==> src/rtl/conv_kernel_scheduler_if.sv <==
// Window/kernel-side bus of conv_kernel_scheduler: window handshake, buffer
// addressing, bias select and the tagged result stream.
interface conv_kernel_scheduler_if #(
  parameter int GRP_W = 6
) ();
  logic                 win_valid;
  logic                 win_ready;
  logic                 ifm_zero_sel;
  logic [2*GRP_W-1:0]   weight_addr;
  logic [GRP_W-1:0]     bias_addr;
  logic                 bias_valid;
  logic                 ofm_valid;
  logic [GRP_W-1:0]     ofm_oc_grp;
  logic                 ofm_last;

  modport master (
    input  win_valid,
    output win_ready, ifm_zero_sel, weight_addr, bias_addr, bias_valid,
           ofm_valid, ofm_oc_grp, ofm_last
  );

  modport slave (
    output win_valid,
    input  win_ready, ifm_zero_sel, weight_addr, bias_addr, bias_valid,
           ofm_valid, ofm_oc_grp, ofm_last
  );
endinterface

==> src/rtl/conv_kernel_scheduler.sv <==
// Walks oc_grp/pix/ic_grp for one conv tile, addresses weight/bias buffers and
// tags kernel results. Optional stall statistics: define SCHED_STALL_STATS_EN.
module conv_kernel_scheduler #(
  parameter int PIX_W    = 16,
  parameter int GRP_W    = 6,
  parameter int PIPE_LAT = 6
) (
  input  logic                 clk,
  input  logic                 rst,
  input  logic                 cfg_start,
  input  logic [PIX_W-1:0]     cfg_num_pix,
  input  logic [GRP_W-1:0]     cfg_num_ic_grp,
  input  logic [GRP_W-1:0]     cfg_num_oc_grp,
  conv_kernel_scheduler_if.master bus,
  output logic                 busy,
  output logic                 done,
  output logic [31:0]          stat_stall_cnt
);
  localparam int AW = 2 * GRP_W;
  localparam logic [PIPE_LAT-1:0] HEAD_MASK = PIPE_LAT'(1) << (PIPE_LAT - 1);

  typedef enum logic [1:0] {S_IDLE, S_RUN, S_DRAIN, S_DONE} state_t;
  state_t state, state_nxt;

  logic [PIX_W-1:0] num_pix, pix;
  logic [GRP_W-1:0] num_ic, num_oc, ic, oc;
  logic             start_ok, cfg_zero, fire;
  logic             ic_last, pix_last, oc_last, tile_last, tags_pending;

  logic [PIPE_LAT-1:0] tag_v, tag_l;
  logic [GRP_W-1:0]    tag_oc [PIPE_LAT];

  always_comb begin
    start_ok     = (state == S_IDLE) && cfg_start;
    cfg_zero     = (cfg_num_pix == '0) || (cfg_num_ic_grp == '0) || (cfg_num_oc_grp == '0);
    fire         = (state == S_RUN) && bus.win_valid;
    ic_last      = (ic == num_ic - GRP_W'(1));
    pix_last     = (pix == num_pix - PIX_W'(1));
    oc_last      = (oc == num_oc - GRP_W'(1));
    tile_last    = ic_last && pix_last && oc_last;
    // The head entry is leaving this cycle, so only younger stages keep DRAIN alive.
    tags_pending = |(tag_v & ~HEAD_MASK);

    state_nxt = state;
    case (state)
      S_IDLE:  if (cfg_start) state_nxt = cfg_zero ? S_DONE : S_RUN;
      S_RUN:   if (fire && tile_last) state_nxt = S_DRAIN;
      S_DRAIN: if (!tags_pending) state_nxt = S_DONE;
      S_DONE:  state_nxt = S_IDLE;
      default: state_nxt = S_IDLE;
    endcase
  end

  always_comb begin
    bus.win_ready    = (state == S_RUN);
    bus.ifm_zero_sel = ~fire;
    bus.bias_valid   = fire && (ic == '0);
    bus.weight_addr  = AW'(oc) * AW'(num_ic) + AW'(ic);
    bus.bias_addr    = oc;
    bus.ofm_valid    = tag_v[PIPE_LAT-1];
    bus.ofm_last     = tag_l[PIPE_LAT-1];
    bus.ofm_oc_grp   = tag_oc[PIPE_LAT-1];
    busy             = (state != S_IDLE);
    done             = (state == S_DONE);
  end

  always_ff @(posedge clk) begin
    if (rst) state <= S_IDLE;
    else     state <= state_nxt;
  end

  always_ff @(posedge clk) begin
    if (rst) begin
      num_pix <= '0;
      num_ic  <= '0;
      num_oc  <= '0;
      pix     <= '0;
      ic      <= '0;
      oc      <= '0;
    end else if (start_ok) begin
      num_pix <= cfg_num_pix;
      num_ic  <= cfg_num_ic_grp;
      num_oc  <= cfg_num_oc_grp;
      pix     <= '0;
      ic      <= '0;
      oc      <= '0;
    end else if (fire) begin
      if (!ic_last) begin
        ic <= ic + GRP_W'(1);
      end else begin
        ic <= '0;
        if (!pix_last) begin
          pix <= pix + PIX_W'(1);
        end else begin
          pix <= '0;
          oc  <= oc_last ? '0 : oc + GRP_W'(1);
        end
      end
    end
  end

  always_ff @(posedge clk) begin
    if (rst) begin
      tag_v <= '0;
      tag_l <= '0;
      for (int unsigned i = 0; i < PIPE_LAT; i++) tag_oc[i] <= '0;
    end else begin
      for (int unsigned i = PIPE_LAT - 1; i > 0; i--) begin
        tag_v[i]  <= tag_v[i-1];
        tag_l[i]  <= tag_l[i-1];
        tag_oc[i] <= tag_oc[i-1];
      end
      tag_v[0]  <= fire && ic_last;
      tag_l[0]  <= fire && tile_last;
      tag_oc[0] <= oc;
    end
  end

`ifdef SCHED_STALL_STATS_EN
  logic [31:0] stall_cnt;
  always_ff @(posedge clk) begin
    if (rst || start_ok)
      stall_cnt <= '0;
    else if ((state == S_RUN) && !bus.win_valid && (stall_cnt != '1))
      stall_cnt <= stall_cnt + 32'd1;
  end
  assign stat_stall_cnt = stall_cnt;
`else
  assign stat_stall_cnt = '0;
`endif
endmodule

==> src/flat_wrapper.sv <==
// flat-port wrapper written by rule: the top's interface ports become plain ports
module conv_kernel_scheduler_flat 
#(
  parameter int PIX_W    = 16,
  parameter int GRP_W    = 6,
  parameter int PIPE_LAT = 6
)
  (clk, rst, cfg_start, cfg_num_pix, cfg_num_ic_grp, cfg_num_oc_grp, busy, done, stat_stall_cnt, bus_win_valid, bus_win_ready, bus_ifm_zero_sel, bus_weight_addr, bus_bias_addr, bus_bias_valid, bus_ofm_valid, bus_ofm_oc_grp, bus_ofm_last);
  conv_kernel_scheduler_if #(.GRP_W(GRP_W)) bus_i ();
  input  logic clk;
  input  logic rst;
  input  logic cfg_start;
  input  logic [PIX_W-1:0] cfg_num_pix;
  input  logic [GRP_W-1:0] cfg_num_ic_grp;
  input  logic [GRP_W-1:0] cfg_num_oc_grp;
  output logic busy;
  output logic done;
  output logic [31:0] stat_stall_cnt;
  input wire logic [$bits(bus_i.win_valid)-1:0] bus_win_valid;
  output wire logic [$bits(bus_i.win_ready)-1:0] bus_win_ready;
  output wire logic [$bits(bus_i.ifm_zero_sel)-1:0] bus_ifm_zero_sel;
  output wire logic [$bits(bus_i.weight_addr)-1:0] bus_weight_addr;
  output wire logic [$bits(bus_i.bias_addr)-1:0] bus_bias_addr;
  output wire logic [$bits(bus_i.bias_valid)-1:0] bus_bias_valid;
  output wire logic [$bits(bus_i.ofm_valid)-1:0] bus_ofm_valid;
  output wire logic [$bits(bus_i.ofm_oc_grp)-1:0] bus_ofm_oc_grp;
  output wire logic [$bits(bus_i.ofm_last)-1:0] bus_ofm_last;
  assign bus_i.win_valid = bus_win_valid;
  assign bus_win_ready = bus_i.win_ready;
  assign bus_ifm_zero_sel = bus_i.ifm_zero_sel;
  assign bus_weight_addr = bus_i.weight_addr;
  assign bus_bias_addr = bus_i.bias_addr;
  assign bus_bias_valid = bus_i.bias_valid;
  assign bus_ofm_valid = bus_i.ofm_valid;
  assign bus_ofm_oc_grp = bus_i.ofm_oc_grp;
  assign bus_ofm_last = bus_i.ofm_last;
  conv_kernel_scheduler #(.PIX_W(PIX_W), .GRP_W(GRP_W), .PIPE_LAT(PIPE_LAT)) u_core (.clk(clk), .rst(rst), .cfg_start(cfg_start), .cfg_num_pix(cfg_num_pix), .cfg_num_ic_grp(cfg_num_ic_grp), .cfg_num_oc_grp(cfg_num_oc_grp), .bus(bus_i), .busy(busy), .done(done), .stat_stall_cnt(stat_stall_cnt));
endmodule
==> config.mk <==
export PLATFORM = sky130hd
export DESIGN_NAME = conv_kernel_scheduler_flat
export DESIGN_NICKNAME = d
export VERILOG_FILES = /design/src/rtl/conv_kernel_scheduler_if.sv /design/src/rtl/conv_kernel_scheduler.sv /design/src/flat_wrapper.sv
export SDC_FILE = /design/constraint.sdc
export NUM_CORES = 1
export LEC_CHECK = 0
export BUFFER_PORTS_ARGS = -buffer_cell sky130_fd_sc_hd__buf_4
export CORE_MARGIN = 1.5
export CORE_UTILIZATION = 55
export CTS_BUF_LIST = sky130_fd_sc_hd__clkbuf_8
export DETAILED_ROUTE_END_ITERATION = 6
export HOLD_SLACK_MARGIN = 0.03
export PLACE_DENSITY_LB_ADDON = 0.15
export SYNTH_ARGS = -nofsm -noshare
export SYNTH_HDL_FRONTEND = slang
export SYNTH_SLANG_ARGS = --single-unit
==> constraint.sdc <==
create_clock -name clk -period 4.9 [get_ports clk]
set_input_delay 0.49 -clock clk [delete_from_list [all_inputs] [get_ports clk]]
set_output_delay 0.49 -clock clk [all_outputs]
set_load 0.01 [all_outputs]
==> metrics.json <==
{
  "timing": {
    "min_period_ns": 4.87,
    "timing.final.max_slew_violations": 0,
    "layout_worst_path_cycle_share_pct": 99.5,
    "slew_headroom_pct": 27.7,
    "hold_violations": 0,
    "clock.fmax_mhz": 205,
    "report.final.setup_viol": 0,
    "tightest_slew_ns": 1.08,
    "worst_hold_margin_ns": 0.340,
    "fin_skew_ns": 0.0132,
    "setup_slack_ns": 0.0258,
    "rsz0062_at_grt": "true"
  },
  "global_routing": {
    "grt.met1_usage_pct": 32.0,
    "met3_usage_pct": 5.19,
    "gr-usage-all-layers_pct": 23.2,
    "number_of_global_route_vias_before_repair": 4805,
    "grt_antenna_before_repair": 0,
    "grt_use_met2_pct": 37.4,
    "gr-max-usage-layer": "met2",
    "gr-total-overflow": 0,
    "wire_length_of_the_first_global_routing_pass_microns": 23100,
    "grt_max_degree": 83
  },
  "finish": {
    "layout-drive-gt1-share_pct": 15.5,
    "diodes": 0,
    "area.growth.synth_to_final_pct": 12.1,
    "layout.cells.non_filler": 942,
    "finalNetCount": 888,
    "finish.instance_area_sq_um": 7190
  },
  "cts": {
    "maximum_count_of_clock_buffers_along_a_single_path": 2,
    "cts_num_sinks": 106,
    "clk-insertion-delay-late_ns": 0.39,
    "cts-root-buf": "sky130_fd_sc_hd__clkbuf_8",
    "cts.clk_slew.worst_paths_ns": 0.11,
    "htree_num_levels": 3,
    "cts_tree": "yes",
    "cts-buffers-inserted": 9
  },
  "die": {
    "fp.dieW_microns": 111,
    "floorplan.initialDensity_pct": 56.4,
    "design.die.area_sq_um": 12300,
    "io_pins": 95,
    "rows": 39,
    "die_height_microns": 111,
    "design.core.area_sq_um": 11400
  },
  "outcome": {
    "run_status": "finished clean"
  },
  "run": {
    "cap_violations": 0
  },
  "routing": {
    "dr_vias_cell": 5.33,
    "postRouteAntennaNets": 0,
    "drc_errors": 0,
    "route.vias.total": 5017,
    "drt_first_iter_violations": 260,
    "firstDrtPassIters": 5,
    "detail_route.wirelength_microns": 14100,
    "wire_per_inst_microns": 15.0
  },
  "yosys": {
    "number_of_warnings_reported_in_the_yosys_synthesis_log": 0,
    "post_synth_mux_area_share_pct": 0.468,
    "post-synth-top-count-cell": "sky130_fd_sc_hd__dfxtp_1",
    "proportion_of_synthesized_chip_area_in_sequential_cells_pct": 33.1,
    "synth_top_family_by_area": "simple AND/OR/NAND/NOR gates",
    "synth_simple_gate_area_share_pct": 23.9,
    "synth.top_cell.area_share_pct": 33.1,
    "cells_after_synth": 751,
    "synth-seq-cells": 106,
    "synth_cell_types": 62,
    "synth-compound-area-share_pct": 10.1,
    "synth-edff-count": 0,
    "dominantRegCellSynth": "sky130_fd_sc_hd__dfxtp_1",
    "synth.top_cells.by_area": "sky130_fd_sc_hd__dfxtp_1 33%, sky130_fd_sc_hd__ha_1 8.2%, sky130_fd_sc_hd__fa_1 6.2%",
    "synth.largest_area_cell": "sky130_fd_sc_hd__dfxtp_1",
    "synth_async_sr_flop_share_pct": 0,
    "synthAdderAreaFrac_pct": 14.4,
    "synth-xor-area-share_pct": 8.20,
    "synth_top_cells_by_count": "106 x sky130_fd_sc_hd__dfxtp_1, 84 x sky130_fd_sc_hd__nand2_1, 46 x sky130_fd_sc_hd__inv_1, 46 x sky130_fd_sc_hd__nor2_1, 46 x sky130_fd_sc_hd__nor2b_1",
    "syn_area_sq_um": 6410,
    "post_synth.cell_area_avg_sq_um": 8.54
  },
  "place": {
    "cell_count_after_placement": 921,
    "place_ws_ns": 0.0711,
    "placement.cell_area_sq_um": 6810,
    "gp_routability_congestion": 0.924,
    "io_buffers": 62,
    "dpl.hpwl_microns": 10300
  },
  "hold_path": {
    "hold_class": "input port to flip-flop",
    "worstHoldStart": "cfg_num_pix[7]",
    "min_to": "u_core.num_pix[7]$_SDFFE_PP0P_",
    "min_path_cells": 3
  },
  "critical_path": {
    "setup.worst_path.start_class": "flip-flop",
    "worst_reg2reg_path_length_in_cells": 9,
    "cp-end-kind": "output pin",
    "r2r-start": "u_core.num_pix[0]$_SDFFE_PP0P_",
    "timing.setup.critical_path_class": "flip-flop to output pin",
    "worstReg2RegEnd": "u_core.pix[5]$_SDFFE_PP0P_",
    "ff2ff_setup_slack_ns": 1.33,
    "cp_data_required_time_ns": 4.41,
    "worst-path-max-fanout": 10,
    "timing.critical_path.arrival_ns": 4.38
  },
  "power_and_ir_drop": {
    "power.static_leakage_nw": 3.20,
    "power_mw": 2.22,
    "power.density_nw_per_um2": 309,
    "vdd_ir_drop_max_mv": 0.279
  }
}
-- cell families after synthesis --
kind of cell	count (synthesis)
AND/OR/NAND/NOR	295
multiplexers	3
XOR/XNOR	60
flip-flops	106
buffers and inverters	124
adder cells (fa/ha/maj)	62
AO/OA/AOI/OAI	100
other	1
-- repair_timing --
| action | 4_1_cts | 5_1_grt |
|---|---|---|
| setup endpoints to repair | 3 | 5 |
| gates resized for setup | 11 | 19 |
| hold buffers | 0 | 0 |
| pin swaps | 3 | 14 |
| setup buffers | 1 | 4 |
-- power breakdown --
part	internal [mW]	switching [mW]	leakage (nW)
clock	0.251	0.335	0.109
combinational	0.256	0.405	2.23
sequential	0.910	0.0652	0.861
total	1.42	0.806	3.20
-- flip-flops by register name, indices dropped and copies added, names as in the netlist --
name                  cells
u_core.tag_oc            36
u_core.num_pix           16
u_core.pix               16
u_core.bus.bias_addr      6
u_core.ic                 6
u_core.num_ic             6
u_core.num_oc             6
u_core.tag_l              6
u_core.tag_v              6
u_core.state              2
-- worst max-delay path, cell delays in order, from the launching register on --
cell and delay, ns:
sky130_fd_sc_hd__dfxtp_2 0.34, sky130_fd_sc_hd__buf_4 0.16, sky130_fd_sc_hd__and2_1 0.17, sky130_fd_sc_hd__fa_1 0.49
sky130_fd_sc_hd__ha_1 0.29, sky130_fd_sc_hd__inv_1 0.04, sky130_fd_sc_hd__fa_1 0.47, sky130_fd_sc_hd__fa_1 0.52
sky130_fd_sc_hd__inv_1 0.07, sky130_fd_sc_hd__ha_4 0.26, sky130_fd_sc_hd__a21oi_4 0.19, sky130_fd_sc_hd__o21bai_4 0.08
sky130_fd_sc_hd__a21oi_2 0.19, sky130_fd_sc_hd__o21ai_2 0.12, sky130_fd_sc_hd__a2111oi_4 0.37, sky130_fd_sc_hd__nor3_2 0.09
sky130_fd_sc_hd__buf_4 0.15
-- layout make-up --
class / count / area, sq um
Fill cell: 991 / 4180
Multi-Input combinational cell: 552 / 3890
Sequential cell: 106 / 2130
Timing Repair Buffer: 79 / 593
Tap cell: 143 / 179
Inverter: 46 / 175
Clock buffer: 9 / 124
Clock inverter: 7 / 97.6
-- cell usage in the layout (no fill, tap or decap), drive strengths merged, types with 5 or more instances in the layout --
cell,synthesis,routed
xnor2,33,33
a21o,5,5
conb,1,32
clkbuf,35,9
nand2b,8,8
dfxtp,106,106
xor2,27,27
nor4,11,11
and3,6,6
nand3,19,19
nand4,12,12
o21ai,12,12
fa,20,20
nor2,46,46
nand2,84,84
and2,25,25
inv,46,48
ha,42,42
a21oi,44,44
buf,43,79
or4,5,5
nor2b,46,46
a31oi,5,5
nor3,19,19
-- worst max path at each step --
stage	from	to	slack [ns]	depth (start not counted)
2_1_floorplan	u_core.bus.bias_addr[0]$_SDFFE_PP0P_	bus_weight_addr[11]	0.16	16
3_3_place_gp	u_core.num_ic[1]$_SDFFE_PP0P_	bus_weight_addr[11]	0.14	17
3_5_place_dp	u_core.num_ic[1]$_SDFFE_PP0P_	bus_weight_addr[11]	0.07	17
4_1_cts	u_core.bus.bias_addr[3]$_SDFFE_PP0P_	bus_weight_addr[11]	0.01	17
5_1_grt	u_core.bus.bias_addr[4]$_SDFFE_PP0P_	bus_weight_addr[11]	-0.17	16
6_report	u_core.num_ic[2]$_SDFFE_PP0P_	bus_weight_addr[11]	0.03	16
-- per-layer routing --
layer,vias to the layer above,routed length [microns]
li1,2507,-
met1,2351,6900
met2,147,6370
met3,12,721
met4,0,121
met5,-,0
-- metrics by stage --
| stage | utilization [%] | setup TNS, ns |
|---|---|---|
| after floorplan | - | 0 |
| after global placement | 59.9 | 0 |
| after detailed placement | 59.9 | 0 |
| after CTS | 62.2 | 0 |
| after global routing | 63.2 | -0.243 |
| final | 63.2 | 0 |
No activity file was read; power rests on OpenSTA's default activity.
